[config.mk]
export PLATFORM = sky130hd
export DESIGN_NAME = buf_tdm_in
export DESIGN_NICKNAME = d
export VERILOG_FILES = /design/src/rtl/buf_tdm_in.sv
export SDC_FILE = /design/constraint.sdc
export NUM_CORES = 2
export LEC_CHECK = 0
export CAP_MARGIN = 20
export CORE_MARGIN = 2
export CORE_UTILIZATION = 57
export CTS_CLUSTER_DIAMETER = 60
export CTS_CLUSTER_SIZE = 40
export DETAILED_ROUTE_END_ITERATION = 6
export GPL_ROUTABILITY_DRIVEN = 0
export PLACE_DENSITY = 0.76
export REMOVE_ABC_BUFFERS = 1
export SLEW_MARGIN = 0
export SYNTH_ARGS = -nofsm -noshare
export SYNTH_HDL_FRONTEND = slang
export SYNTH_SLANG_ARGS = --single-unit
export TNS_END_PERCENT = 30
[constraint.sdc]
create_clock -name sys_clk -period 2.8 [get_ports sys_clk]
set_input_delay 0.56 -clock sys_clk [delete_from_list [all_inputs] [get_ports sys_clk]]
set_output_delay 0.56 -clock sys_clk [all_outputs]
set_load 0.005 [all_outputs]
[src/rtl/buf_tdm_in.sv]
// Serial TDM / I2S capture into a frame FIFO.
// The serial pins are oversampled by sys_clk, which must run at 4x bclk or faster.
// Each completed frame is written as one FIFO entry, with one element per slot.
// For I2S use (MODE=0), instantiate with NUM_SLOTS=2.
module buf_tdm_in #(
  parameter int SLOT_WIDTH       = 32,
  parameter int AUDIO_WIDTH      = 24,
  parameter int NUM_SLOTS        = 8,
  parameter int BUFFER_DEPTH     = 16,
  parameter int MODE             = 1,
  parameter int DATA_DELAY       = 1,
  parameter int OVERWRITE_OLDEST = 1
) (
  input  logic                                   sys_clk,
  input  logic                                   sys_rst_n,
  input  logic                                   tdm_bclk,
  input  logic                                   tdm_fsync,
  input  logic                                   tdm_data,
  input  logic                                   rd_en,
  input  logic                                   clr_overflow,
  output logic [NUM_SLOTS-1:0][AUDIO_WIDTH-1:0]  frame_out,
  output logic                                   frame_valid,
  output logic [$clog2(BUFFER_DEPTH):0]          fill_level,
  output logic                                   frame_done,
  output logic                                   frame_err,
  output logic                                   overflow
);

  localparam int PW  = $clog2(BUFFER_DEPTH);
  localparam int SLW = (NUM_SLOTS > 1) ? $clog2(NUM_SLOTS) : 1;
  localparam int BW  = $clog2(SLOT_WIDTH);
  localparam logic [SLW-1:0] SLOT_LAST = SLW'(NUM_SLOTS - 1);
  localparam logic [BW-1:0]  BIT_LAST  = BW'(SLOT_WIDTH - 1);
  localparam logic [BW:0]    AUD_BITS  = (BW+1)'(AUDIO_WIDTH);

  typedef enum logic [1:0] {HUNT, DELAY, RECV} state_t;
  localparam state_t START_ST = (DATA_DELAY == 1) ? DELAY : RECV;

  logic [1:0] bclk_sync, fs_sync, dat_sync;
  logic       bclk_q, fs_prev;
  logic       bit_stb, fs, dat;

  state_t                               state;
  logic [SLW-1:0]                       slot_idx, cur_slot;
  logic [BW-1:0]                        bit_idx, cur_bit;
  logic [NUM_SLOTS-1:0][AUDIO_WIDTH-1:0] wr_frame;
  logic                                 start_evt, err_evt, take, frame_end;

  logic [NUM_SLOTS-1:0][AUDIO_WIDTH-1:0] mem [BUFFER_DEPTH];
  logic [PW:0] wr_ptr, rd_ptr;
  logic        empty, full, pop, ovf_evt, ovw_evt, wr_ok;

  // Two-flop synchronisers on every serial pin, plus the previous bclk level for edge detection.
  always_ff @(posedge sys_clk or negedge sys_rst_n) begin
    if (!sys_rst_n) begin
      bclk_sync <= '0;
      fs_sync   <= '0;
      dat_sync  <= '0;
      bclk_q    <= 1'b0;
    end else begin
      bclk_sync <= {bclk_sync[0], tdm_bclk};
      fs_sync   <= {fs_sync[0], tdm_fsync};
      dat_sync  <= {dat_sync[0], tdm_data};
      bclk_q    <= bclk_sync[1];
    end
  end

  assign bit_stb = bclk_sync[1] & ~bclk_q;
  assign fs      = fs_sync[1];
  assign dat     = dat_sync[1];

  // Decode the start event and decide whether the current bit belongs to a frame.
  always_comb begin
    start_evt = bit_stb && ((MODE == 1) ? (fs & ~fs_prev) : (~fs & fs_prev));
    err_evt   = start_evt && (state != HUNT);
    take      = 1'b0;
    cur_slot  = slot_idx;
    cur_bit   = bit_idx;
    if (start_evt) begin
      cur_slot = '0;
      cur_bit  = '0;
      take     = (DATA_DELAY == 0);
    end else if (bit_stb && state != HUNT) begin
      take = 1'b1;
    end
    frame_end = take && !start_evt && (state == RECV) &&
                (slot_idx == SLOT_LAST) && (bit_idx == BIT_LAST);
  end

  // Receive FSM: shift audio bits into the assembly frame and track the slot/bit position.
  always_ff @(posedge sys_clk or negedge sys_rst_n) begin
    if (!sys_rst_n) begin
      state      <= HUNT;
      slot_idx   <= '0;
      bit_idx    <= '0;
      wr_frame   <= '0;
      fs_prev    <= 1'b0;
      frame_done <= 1'b0;
      frame_err  <= 1'b0;
    end else begin
      frame_done <= frame_end;
      frame_err  <= err_evt;
      if (bit_stb) fs_prev <= fs;
      if (take) begin
        if ({1'b0, cur_bit} < AUD_BITS)
          wr_frame[cur_slot] <= {wr_frame[cur_slot][AUDIO_WIDTH-2:0], dat};
        if (cur_bit == BIT_LAST) begin
          bit_idx  <= '0;
          slot_idx <= cur_slot + SLW'(1);
        end else begin
          bit_idx  <= cur_bit + BW'(1);
          slot_idx <= cur_slot;
        end
      end else if (start_evt) begin
        slot_idx <= '0;
        bit_idx  <= '0;
      end
      if (start_evt) begin
        state <= START_ST;
      end else if (frame_end) begin
        state    <= HUNT;
        slot_idx <= '0;
        bit_idx  <= '0;
      end else if (take && state == DELAY) begin
        state <= RECV;
      end
    end
  end

  assign empty   = (wr_ptr == rd_ptr);
  assign full    = (fill_level == (PW+1)'(BUFFER_DEPTH));
  assign pop     = rd_en && !empty;
  // A full FIFO with no simultaneous pop is the only overflow condition.
  assign ovf_evt = frame_done && full && !pop;
  assign ovw_evt = ovf_evt && (OVERWRITE_OLDEST == 1);
  assign wr_ok   = frame_done && (!ovf_evt || ovw_evt);

  // Frame FIFO: pop is applied before push, so a full FIFO that pops in the same cycle accepts the push.
  always_ff @(posedge sys_clk or negedge sys_rst_n) begin
    if (!sys_rst_n) begin
      wr_ptr   <= '0;
      rd_ptr   <= '0;
      overflow <= 1'b0;
      for (int i = 0; i < BUFFER_DEPTH; i++) mem[i] <= '0;
    end else begin
      if (pop || ovw_evt) rd_ptr <= rd_ptr + (PW+1)'(1);
      if (wr_ok) begin
        mem[wr_ptr[PW-1:0]] <= wr_frame;
        wr_ptr              <= wr_ptr + (PW+1)'(1);
      end
      if (ovf_evt)           overflow <= 1'b1;
      else if (clr_overflow) overflow <= 1'b0;
    end
  end

  assign frame_out   = mem[rd_ptr[PW-1:0]];
  assign frame_valid = !empty;
  assign fill_level  = wr_ptr - rd_ptr;

endmodule

[Word-level counts from Yosys, hierarchy flattened]
Index checks and enable logic that the tools add are counted.
Word-level totals
  register bits: 3295
  input bits: 7
  word-level logic and storage cells: 222
Operators by class
  add/subtract/negate cells: 5
  order comparisons: 6
  equal/unequal tests: 7
  muxes and demuxes: 28
  bitwise gates (word level): 6
  reduce and logical (&&, ||, !) cells: 21
Operators with widths (count)
  $bwmux W3072: 1
  $bmux W192 S4: 1
  $demux W192 S4: 1
  $mux W192: 3
  $bwmux W192: 1
  $bmux W24 S3: 1
  $demux W24 S3: 1
  $mux W5: 5
  $mux W24: 1
  $mux W23: 1
  $add A5 B1 Y5 const B: 3
  $eq A5 B5 Y1 const B: 3
  $mux W3: 5
  $logic_and A1 B1 Y1: 13
  $ge A5 B5 Y1 const B: 2
  $not A4 Y5: 2
  $mux W2: 3
  $eq A5 B5 Y1: 1
  $lt A5 B1 Y1 const B: 1
  $lt A5 B5 Y1 const B: 1
  $sub A5 B5 Y5: 1
  $lt A3 B4 Y1 const B: 1
  $mux W1: 4
  $reduce_bool A2 Y1: 2
  11 further kinds: 15

[Logic depth before layout (Yosys ltp)]
  word-level depth: 11
  gate-level depth with buffers: 11
  gate-level depth less buffers: 9

[Worst setup path after synthesis]
OpenSTA, ideal clock, no wires.
  path kind: reg2reg
  start point: reg rd_ptr[2]
  end point: reg rd_ptr[1]
  library setup time: 0.125 ns
  arrival time: 2.528 ns
  data required time: 2.675 ns
  setup slack: 0.147 ns
  stages on the path, launching flop included: 11
  buffers on the path: 3
  clock period less this slack: 2.653 ns
  cell sequence: dfrtp_1 > buf_2 > clkinv_1 > clkbuf_1 > ha_1 > a21oi_1 > a21boi_0 > or2_2 > clkbuf_1 > a21boi_0 > mux2_2
On the way
  cells in the longest elaborated chain, start to end: 6
  elaborated cells between the ends (all ways): 9
RTL lines
  start: declaration: RTL line 50  | logic [PW:0] wr_ptr, rd_ptr;
  start signal: assignment: RTL line 146  | if (pop || ovw_evt) rd_ptr <= rd_ptr + (PW+1)'(1);
  parallel branches: the longest is 5 deep, another holds $sub A5 B5 Y5
  $logic_or A1 B1 Y1 *: RTL line 146
Mark *: on every way between the ends.
A chain may end at the register's enable or synchronous reset.

==> out/qor_table.md <==
| Metric | Value |
|---|---|
| Run status | finished with violations |
| Failing checks | negative setup slack |
| Horizontal die dimension | 513.9 µm |
| Total via count after detailed routing | 90,940 |
| Worst-Margin Slew | 0.9503 ns |
| Remaining number of nets flagged by the antenna check after routing | 0 |
| # placed instances | 13,370 |
| Max-slew violations | 0 |
| Dominant synthesized flop cell | dfrtp_1 |
| Ratio of final minimum period to clock period | 143.1% |
| Synth Register Bits | 3,295 |
| Detailed-placement wirelength estimate | 253.6 mm |
| Overall power of the completed layout | 115.5 mW |
| Worst path slowest cell | mux4_2 |
| Worst Setup End Kind | output pin |
| CTS Root Cell | clkbuf_16 |
| Wire length per cell | 29.42 µm |
| Largest incremental delay on the critical path | 0.50 ns |
| Worst R2R Start | rd_ptr[0] |
| Instance count along the most critical hold path | 1 |
| Category of the most critical setup path | reg -> out |
| IO Count | 208 |
| Port Buffer Count | 207 |
| Most common cell type on the critical path | buf_12 |
| Overall overflow remaining after global route | 0 |
| Largest clock skew in the final design | 0.07353 ns |
| Cell-by-cell listing of the critical path | buf_12 -> buf_12 -> buf_12 -> bufbuf_16 -> mux4_2 -> nand2_1 -> a31oi_4 -> clkdlybuf4s50_1 |
| LEAKAGE | 83.23 nW |
| Critical path fanouts, max | 9 |
| Worst Hold Margin | 0.09868 ns |
| Arrival time of data at the critical path endpoint | 3.45 ns |
| Clock-pin transition on the worst setup and hold timing paths | 0.10 ns |
| Share of post-route cells with drive strength above 1 | 51.37% |
| Synthesis Warnings | 0 |
| Global-route wire length before repair | 621.9 mm |
| Distinct cell type count of the synthesized netlist | 66 |
| Total Routed Length | 410.3 mm |
| Number of vias per cell | 6.520 |
| Kind of path behind the tightest hold check | in -> reg |
| Worst r2r path cells | 13 |
| Synthesized netlist cell count | 9,919 |
| Area inside the core boundary | 259,000 µm² |
| Post-synth ARST share | 100.0% |
| GRT Resource Usage Total | 31.20% |
| Count of final hold-check violations | 0 |
| Pre-Repair DR Iteration Count | 5 |
| Number of global-route vias before repair | 96,660 |
| Startpoint kind of the worst setup timing path | flip-flop |
| Die height | 513.9 µm |
| Remaining design rule violation count | 0 |
| Mapped Area | 148,200 µm² |
| Largest net degree at the start of global routing | 92 |
| Number of flops mapped to enable cells by yosys | 0 |
| Final period demand of the worst path | 4.006 ns |
| Data required, critical path | 2.24 ns |
| Starting utilization of the core area | 57.22% |
| Setup Slack @ Placement | -0.4751 ns |
| RSZ-0062 raised after global routing | yes |
| Setup violations, final | 233 |
| Clock H-tree levels | 4 |
| Critical Path Start | rd_ptr[0] |
| Highest clock rate | 0.2496 GHz |
| Max-cap violation count | 0 |
| Beginning of the worst hold path | tdm_fsync |
| Power density relative to cell area | 675.4 nW/µm² |
| Cell taking the most area after synthesis | dfrtp_1 |
| Total number of placement rows | 187 |
| Signed area change from the synthesized netlist to the final layout | 15.36% |
| Inserted Clock Buffers | 199 |
| Leading cell types by count after synthesis | dfrtp_1, mux2_2, nand2_1 |
| Post-synthesis sequential area ratio | 55.64% |
| Tightest slew margin relative to the limit | 36.65% |
| Insertion delay to the later sink of the worst-skew pair | 0.93 ns |
| Avg Cell Area, Syn | 14.94 µm² |
| Portion of synthesized cell area occupied by the leading cell type | 55.64% |
| Cell with the most instances after synthesis | dfrtp_1 |
| Non-filler cells, final | 13,950 |
| Area of the die | 264,100 µm² |
| Clock sinks | 3,295 |
| Max VDD drop | 0.7192 mV |
| Final Net Count | 10,390 |
| Setup ws final | -1.206 ns |
| Top cells by area in the synthesized netlist | dfrtp_1, mux2_2, mux4_2 |
| Detailed Route Iter0 Violations | 8,052 |
| CTS Buffer Depth | 3 |
| TritonCTS clock tree | built |
| Initial antenna violation count | 15 |
[kinds of logic after synthesis]
family | count (synthesis) | synth area share, %
multiplexers | 3884 | 35.33
flip-flops | 3295 | 55.64
AND/OR/NAND/NOR | 1299 | 3.831
buffers and inverters | 911 | 2.831
AO/OA/AOI/OAI | 507 | 2.197
adder cells (fa/ha/maj) | 14 | 0.1233
XOR/XNOR | 9 | 0.05319
[stage by stage]
stage	setup TNS, ns	utilization, %	cell area (µm²)
3_3_place_gp	-59.48	61.63	159600
2_1_floorplan	-	-	144100
6_report	-196.07	66.01	171000
3_5_place_dp	-61.98	61.63	159600
4_1_cts	-217.73	65.58	169900
5_1_grt	-219.44	66.01	171000
[what timing repair did]
| item | 4_1_cts | 5_1_grt |
|---|---|---|
| gates cloned | 23 | 10 |
| setup buffers | 103 | 69 |
| hold endpoints to repair | 11 | 0 |
| pin swaps | 50 | 3 |
| hold buffers | 1 | 0 |
| gates resized for setup | 494 | 100 |
| endpoints found under the setup margin | 205 | 274 |
[final cells by class]
| class | instances | area (µm²) |
|---|---|---|
| fillers | 17460 | 88040 |
| diodes | 5 | 12.51 |
| clock buffers | 207 | 5060 |
| clock inverters | 169 | 2414 |
| flip-flops and latches | 3295 | 82470 |
| inverters | 15 | 81.33 |
| well taps | 3402 | 4257 |
| multi-input cells | 5713 | 62840 |
| repair buffers | 1142 | 13830 |
[final timing paths]
check / endpoint / slack, ns
setup / recovery: frame_out[159] / -1.21
hold / removal: fs_sync[0] / 0.1
setup reg to reg: rd_ptr[0] / -0.28
hold reg to reg: bclk_sync[1] / 0.37
max in group asynchronous: mem[1590] / 1.24
min in group asynchronous: mem[2733] / 0.37
[placed cells by master, fill, tap and decap left out, types with 28 or more instances in the layout]
cell	instances
dlygate4sd2_1	55
buf_12	273
mux4_2	768
clkinv_8	36
buf_6	37
clkdlybuf4s50_1	59
and3_4	32
nand2_1	826
inv_6	28
buf_2	32
a21oi_1	162
buf_4	566
clkbuf_16	209
o21ai_0	70
a31oi_2	38
mux2_2	3075
buf_16	49
a31oi_4	47
a31oi_1	107
nor2_1	179
and3_1	162
mux2i_1	36
dfrtp_1	3290
inv_8	29
[worst max-delay path: cells and delay by family, from the launching register on]
family | cells | cell delay, ns
buffers and inverters | 5 | 1.30
multiplexers | 1 | 0.50
AO/OA/AOI/OAI | 1 | 0.10
AND/OR/NAND/NOR | 1 | 0.14
flip-flops | 1 | 0.47
[metal layers]
layer / part of all wire [%] / up-vias / GRT usage, %
met5: 0.0090 / - / 0
met1: 41 / 49650 / 43.62
li1: - / 37270 / -
met2: 49 / 3298 / 51.37
met3: 6.7 / 708 / 4.381
met4: 3.1 / 8 / 9.240
[sequential cells by signal, summed over array words and instances (netlist names), 3 cells and up]
| signal | cells |
|---|---|
| mem | 3072 |
| slot_idx | 3 |
| wr_ptr | 5 |
| bit_idx | 5 |
| rd_ptr | 5 |
| wr_frame | 192 |
[power breakdown]
part           switching [mW]  internal (mW)  total [mW]
logic                    16.4           15.5        31.9
registers                1.19           47.8        49.0
clock network            19.2           15.5        34.6
Power figures use the tool's default switching activity.
